===== src/rtl/player_control_if.sv =====
// -----------------------------------------------------------------------------
// player_control_if
// Bundles the player_control I/O apart from clk/rst.
//   KEY[3:0]    raw push-buttons, active-low, asynchronous (0 right, 1 left,
//               2 recentre, 3 unused)
//   vsync       VGA vertical sync, active-low pulse
//   player_x    box left-edge X coordinate
//   dir         motion state: 00 idle, 01 right, 10 left
//   frame_tick  one-cycle pulse per vsync assertion
// master: the side that drives keys/vsync and consumes position.
// slave : player_control itself.
// -----------------------------------------------------------------------------
interface player_control_if;
    logic [3:0] KEY;
    logic       vsync;
    logic [9:0] player_x;
    logic [1:0] dir;
    logic       frame_tick;

    modport master (
        output KEY,
        output vsync,
        input  player_x,
        input  dir,
        input  frame_tick
    );

    modport slave (
        input  KEY,
        input  vsync,
        output player_x,
        output dir,
        output frame_tick
    );
endinterface


===== src/rtl/player_control.sv =====
// -----------------------------------------------------------------------------
// player_control
// Turns the push-buttons into the horizontal box position for the renderer.
// Keys and vsync are synchronised, keys are debounced, and the position moves
// at most once per frame (on frame_tick) so the box never tears mid-scan.
// The box is clamped to stay fully inside the active width.
// Ports:
//   clk  system clock
//   rst  synchronous reset, active-high
//   bus  player_control_if.slave (KEY, vsync in; player_x, dir, frame_tick out)
// -----------------------------------------------------------------------------
module player_control #(
    parameter logic [9:0] BOX_WIDTH       = 10'd30,
    parameter logic [9:0] MOVE_STEP       = 10'd4,
    parameter logic [9:0] SCREEN_WIDTH    = 10'd640,
    parameter logic [9:0] X_START         = 10'd305,
    parameter int         DEBOUNCE_CYCLES = 500000,
    parameter int         DB_BITS         = 20
) (
    input  logic              clk,
    input  logic              rst,
    player_control_if.slave   bus
);

    localparam logic [9:0]         X_MAX   = SCREEN_WIDTH - BOX_WIDTH;
    localparam logic [DB_BITS-1:0] DB_LAST = DB_BITS'(DEBOUNCE_CYCLES - 1);

    typedef enum logic [1:0] {
        IDLE  = 2'b00,
        RIGHT = 2'b01,
        LEFT  = 2'b10
    } dir_t;

    // Synchroniser chains; index 0 right, 1 left, 2 recentre
    logic [2:0]         key_s1_q, key_s2_q;
    logic               vs_s1_q, vs_s2_q, vs3_q;

    logic [2:0]         db_q, db_d;
    logic [DB_BITS-1:0] cnt_q [3];
    logic [DB_BITS-1:0] cnt_d [3];

    logic               recentre_pend_q, recentre_pend_d;
    logic               frame_tick_q, frame_tick_d;
    dir_t               dir_q, dir_d;
    logic [9:0]         player_x_q, player_x_d;

    logic               center_fall;
    logic [10:0]        sum_right;
    logic               key3_unused;

    assign key3_unused = bus.KEY[3];

    always_comb begin
        // Debounce: db follows the synced level only after it has differed
        // for DEBOUNCE_CYCLES consecutive cycles.
        for (int i = 0; i < 3; i++) begin
            db_d[i]  = db_q[i];
            cnt_d[i] = '0;
            if (key_s2_q[i] != db_q[i]) begin
                if (cnt_q[i] == DB_LAST) begin
                    db_d[i] = key_s2_q[i];
                end else begin
                    cnt_d[i] = cnt_q[i] + DB_BITS'(1);
                end
            end
        end

        // Tick on the first synced-low sample after a high one
        frame_tick_d = ~vs_s2_q & vs3_q;

        // Set wins over clear so a press coinciding with a tick is kept
        center_fall     = db_q[2] & ~db_d[2];
        recentre_pend_d = center_fall | (recentre_pend_q & ~frame_tick_q);

        unique case ({db_q[1], db_q[0]})
            2'b10:   dir_d = RIGHT;
            2'b01:   dir_d = LEFT;
            default: dir_d = IDLE;
        endcase

        // 11-bit sum so the clamp compare cannot wrap
        sum_right  = {1'b0, player_x_q} + {1'b0, MOVE_STEP};
        player_x_d = player_x_q;
        if (frame_tick_q) begin
            if (recentre_pend_q) begin
                player_x_d = X_START;
            end else begin
                unique case (dir_q)
                    RIGHT:   player_x_d = (sum_right > {1'b0, X_MAX}) ? X_MAX : sum_right[9:0];
                    LEFT:    player_x_d = (player_x_q < MOVE_STEP) ? '0 : player_x_q - MOVE_STEP;
                    default: player_x_d = player_x_q;
                endcase
            end
        end
    end

    always_ff @(posedge clk) begin
        if (rst) begin
            key_s1_q        <= '1;
            key_s2_q        <= '1;
            vs_s1_q         <= 1'b1;
            vs_s2_q         <= 1'b1;
            vs3_q           <= 1'b1;
            db_q            <= '1;
            cnt_q           <= '{default: '0};
            recentre_pend_q <= 1'b0;
            frame_tick_q    <= 1'b0;
            dir_q           <= IDLE;
            player_x_q      <= X_START;
        end else begin
            key_s1_q        <= bus.KEY[2:0];
            key_s2_q        <= key_s1_q;
            vs_s1_q         <= bus.vsync;
            vs_s2_q         <= vs_s1_q;
            vs3_q           <= vs_s2_q;
            db_q            <= db_d;
            cnt_q           <= cnt_d;
            recentre_pend_q <= recentre_pend_d;
            frame_tick_q    <= frame_tick_d;
            dir_q           <= dir_d;
            player_x_q      <= player_x_d;
        end
    end

    assign bus.player_x   = player_x_q;
    assign bus.dir        = dir_q;
    assign bus.frame_tick = frame_tick_q;

endmodule

===== src/flat_wrapper.sv =====
// flat-port wrapper written by rule: the top's interface ports become plain ports
module player_control_flat 
#(
    parameter logic [9:0] BOX_WIDTH       = 10'd30,
    parameter logic [9:0] MOVE_STEP       = 10'd4,
    parameter logic [9:0] SCREEN_WIDTH    = 10'd640,
    parameter logic [9:0] X_START         = 10'd305,
    parameter int         DEBOUNCE_CYCLES = 500000,
    parameter int         DB_BITS         = 20
)
  (clk, rst, bus_KEY, bus_vsync, bus_player_x, bus_dir, bus_frame_tick);
  player_control_if bus_i ();
  input  logic clk;
  input  logic rst;
  input wire logic [$bits(bus_i.KEY)-1:0] bus_KEY;
  input wire logic [$bits(bus_i.vsync)-1:0] bus_vsync;
  output wire logic [$bits(bus_i.player_x)-1:0] bus_player_x;
  output wire logic [$bits(bus_i.dir)-1:0] bus_dir;
  output wire logic [$bits(bus_i.frame_tick)-1:0] bus_frame_tick;
  assign bus_i.KEY = bus_KEY;
  assign bus_i.vsync = bus_vsync;
  assign bus_player_x = bus_i.player_x;
  assign bus_dir = bus_i.dir;
  assign bus_frame_tick = bus_i.frame_tick;
  player_control #(.BOX_WIDTH(BOX_WIDTH), .MOVE_STEP(MOVE_STEP), .SCREEN_WIDTH(SCREEN_WIDTH), .X_START(X_START), .DEBOUNCE_CYCLES(DEBOUNCE_CYCLES), .DB_BITS(DB_BITS)) u_core (.clk(clk), .rst(rst), .bus(bus_i));
endmodule

===== config.mk =====
export PLATFORM = sky130hd
export DESIGN_NAME = player_control_flat
export DESIGN_NICKNAME = d
export VERILOG_FILES = /design/src/rtl/player_control_if.sv /design/src/rtl/player_control.sv /design/src/flat_wrapper.sv
export SDC_FILE = /design/constraint.sdc
export NUM_CORES = 1
export LEC_CHECK = 0
export ABC_AREA = 0
export CAP_MARGIN = 0
export CELL_PAD_IN_SITES_DETAIL_PLACEMENT = 0
export CELL_PAD_IN_SITES_GLOBAL_PLACEMENT = 1
export CORE_MARGIN = 10
export CORE_UTILIZATION = 45
export DETAILED_ROUTE_END_ITERATION = 7
export GPL_TIMING_DRIVEN = 0
export PLACE_DENSITY = 0.75
export REMOVE_ABC_BUFFERS = 1
export SLEW_MARGIN = 25
export SYNTH_ARGS = -nofsm -noshare
export SYNTH_HDL_FRONTEND = slang
export SYNTH_SLANG_ARGS = --single-unit

===== constraint.sdc =====
create_clock -name clk -period 3.1 [get_ports clk]
set_clock_uncertainty 0.05 [all_clocks]
set_input_delay 0.62 -clock clk [delete_from_list [all_inputs] [get_ports clk]]
set_output_delay 0.62 -clock clk [all_outputs]
set_load 0.02 [all_outputs]

==> summary.md <==
| Metric | Value |
|---|---|
| Synth top cells by count | `dfxtp_1, nor2_1, nand2_1` |
| Count of nets after finishing | `499` |
| Multiplexer share of the synthesized area | `0.01236` |
| Worst reg2reg startpoint | `u_core.bus.player_x[2]` |
| Internal power | `1577 µW` |
| Post-synthesis register bit count | `86` |
| Post-detailed-routing wire length | `7949 µm` |
| Port Buffer Count | `18` |
| Final cell area excluding filler cells | `0.004486 mm²` |
| Vert. Die Dim | `114.9 µm` |
| Maximum resistive drop on vdd | `0.0001874 V` |
| Async SR Flop Fraction | `0` |
| Maximum number of pins on one net before global-route repair | `31` |
| Global route hottest layer | `met2` |
| Core area | `0.008721 mm²` |
| XOR/XNOR share of the synthesized area | `0.1211` |
| Worst slew margin | `0.3863` |
| Setup TNS after final layout | `0 ps` |
| Hold worst-path end | `u_core.key_s2_q[0]` |
| CTS Hold Bufs | `0` |
| Pins Over Slew Limit | `0` |
| Critical path startpoint category | `register` |
| Max Cap Violations | `0` |
| Horizontal die dimension | `114.9 µm` |
| I/O Pins | `20` |
| Length in cells of the worst reg-to-reg path | `8` |
| Outcome | `complete, no violations` |
| Post_cts resized | `0` |
| Vias in the first global route | `3058` |
| Number of unique standard cell types used by synthesis | `50` |
| Required time of the worst setup path | `3300 ps` |
| Kind of capture point of the worst setup path | `register` |
| Placed instance area | `0.004274 mm²` |
| Final routed DRC violation total | `0` |
| Clock transition at the registers of the reported paths | `90 ps` |
| Count of flip-flops with a built-in enable after synthesis | `0` |
| Vias/cell | `5.322` |
| Portion of the post-synthesis area used by sequential elements | `0.4251` |
| Total CTS buffers | `9` |
| Most common cell in the netlist | `dfxtp_1` |
| Total clock sinks | `86` |
| Met1 Usage GRT | `0.1756` |
| Diodes inserted | `0` |
| Flop2flop setup slack | `360 ps` |
| Period Utilization, post-route | `0.8854` |
| Final routed wire length divided by cell count | `13.31 µm` |
| GRT Util Overall | `0.1284` |
| GRT overflow | `0` |
| Number of failing hold endpoints at the final stage | `0` |
| GR Util met3 | `0.03854` |
| Count of antenna-violating nets left after detailed routing | `0` |
| Largest family of logic cells by synthesized area | `simple AND/OR/NAND/NOR gates` |
| WS Path Type | `register to register` |
| Cell count after synthesis | `477` |
| Yosys warnings | `0` |
| Deepest level of the CTS H-tree | `3` |
| Inst Count DP | `582` |
| Clock network fraction of design power | `0.427` |
| Area leader, netlist | `dfxtp_1` |
| Total leakage power | `0.001429 µW` |
| P per Cell Area | `445.3 mW/mm²` |
| Arrival @ worst endpoint | `2940 ps` |
| Total of fill cells in the finished design | `824` |
| Compound-gate portion of the synthesized area | `0.08156` |
| Initial standard-cell utilization of the core | `0.4644` |
| Post-Layout Cell Count | `597` |
| Wire length of the first global-routing pass | `14320 µm` |
| Std cell rows | `34` |
| Dpl hpwl | `5393 µm` |
| Worst-Skew Late Latency | `350 ps` |
| Clock period minus final worst setup slack | `2745 ps` |
| Number of cells on the worst hold path | `1` |
| Clock buffer depth | `2` |
| First-pass iteration count of the detailed router | `4` |
| Sequential fraction of design power | `0.558` |
| Critical hold path startpoint | `u_core.key_s1_q[0]` |
| Highest Clock Rate | `364.3 MHz` |
| Dominant cells by area after synthesis | `dfxtp_1, xor2_1, nor2_1` |
| Net switching fraction of the power | `0.2104` |
| Number of antenna violations at the first check in global routing | `0` |
| RSZ-0062 raised after global routing | `false` |
| Root buf cell | `clkbuf_8` |
| PnR Total Power | `1997 µW` |
| Hold/Removal Path Class | `register to register` |
| Maximum fanout along the worst path | `13` |
| Met2 demand-to-capacity share in global routing | `0.1884` |
| Overall die area | `0.01320 mm²` |
| Share of the synthesized area in the top cell type | `0.4251` |
| Final estimated routing congestion in global placement | `0.8264` |
| Adder-cell share of the synthesized area | `0.02162` |
| Number of post-CTS setup repair buffers | `0` |
| Final setup violation count | `0` |
| Share of post-route cells with drive strength above 1 | `0.05726` |
| Average size of a mapped cell | `8.491 µm²` |
| Via count | `3177` |
| Layout overhead on the synthesized area | `10.75%` |
| Pin slew with the least headroom to its limit | `917.6 ps` |
| Synth Area in Simple Gates | `0.3009` |
| Destination of the worst register-to-register timing path | `u_core.bus.player_x[4]` |
| Dominant synthesized flop cell | `dfxtp_1` |
| Total standard cell area after synthesis | `0.004050 mm²` |
| Clock tree from TritonCTS | `done` |
| Combinational share of power | `0.015` |
| Reported net switching power | `420.3 µW` |
| Violation count after the first detailed-route iteration | `236` |
==> how the worst max path moves through the flow <==
stage	from	end	slack, ps
2_1_floorplan	u_core.bus.player_x[2]	u_core.bus.player_x[4]	640
3_3_place_gp	rst	u_core.cnt_q[55]	330
3_5_place_dp	rst	u_core.cnt_q[45]	270
4_1_cts	u_core.bus.player_x[2]	u_core.bus.player_x[4]	360
5_1_grt	u_core.bus.player_x[2]	u_core.bus.player_x[4]	140
6_report	u_core.bus.player_x[2]	u_core.bus.player_x[4]	360
==> power groups by stage <==
| stage | Sequential (µW) | Combinational, µW | Clock, µW |
|---|---|---|---|
| after global placement | 1140 | 29.4 | 0 |
| after detailed placement | 1140 | 30.0 | 0 |
| after floorplan | 1140 | 13.9 | 0 |
| final | 1110 | 29.2 | 854 |
| after global routing | 1120 | 33.4 | 926 |
| after CTS | 1110 | 30.1 | 885 |
==> flip-flops by register name, indices dropped and copies added, names as in the netlist <==
signal                  count
u_core.bus.player_x        10
u_core.key_s2_q             3
u_core.cnt_q               60
u_core.vs3_q                1
u_core.db_q                 3
u_core.key_s1_q             3
u_core.bus.frame_tick       1
u_core.recentre_pend_q      1
u_core.vs_s1_q              1
u_core.vs_s2_q              1
u_core.bus.dir              2
==> cells by family after synthesis <==
logic type / Yosys count
buf+inv: 37
flops: 86
fa+ha+maj: 7
mux: 5
simple gates: 238
compound gates: 48
xor+xnor: 56
==> placed cells by master, fill, tap and decap left out, types with 12 or more instances in the layout <==
cell type	instances
or2_2	12
xor2_1	36
nand3_1	27
nor2_1	76
a21oi_1	13
dfxtp_1	86
xnor2_1	20
clkdlybuf4s50_1	18
inv_1	16
nand4_1	12
nand2_1	39
==> final cells by class <==
cell class | count | area [µm²] | area share
Clock buffer | 10 | 127.6 | 0.02845
Clock inverter | 5 | 83.83 | 0.01869
Inverter | 16 | 60.06 | 0.01339
Multi-Input combinational cell | 354 | 2177 | 0.4854
Sequential cell | 86 | 1722 | 0.3838
Tap cell | 108 | 135.1 | 0.03013
Timing Repair Buffer | 18 | 180.2 | 0.04017
==> through the flow <==
step	hold WS, ps	setup slack, ps	utilization
2_1_floorplan	339.5	640.9	-
3_3_place_gp	341.6	327.7	0.4901
3_5_place_dp	344.5	272.1	0.4901
4_1_cts	363.6	358.3	0.5143
5_1_grt	368.6	141.3	0.5143
6_report	362.1	355.3	0.5143
==> per-layer routing <==
layer | vias up | wire (µm)
li1 | 1647 | -
met1 | 1472 | 4087
met2 | 48 | 3429
met3 | 10 | 317
met4 | 0 | 115
met5 | - | 0
==> critical path: stages (launching register included) <==
cell      delay (ps)
dfxtp_1          590
inv_1            150
ha_1             400
nor4bb_1          70
nor4_1           480
a211oi_4         110
a21oi_1          330
o221ai_1         160
a211o_1          300
(Power assumes the default switching activity.)
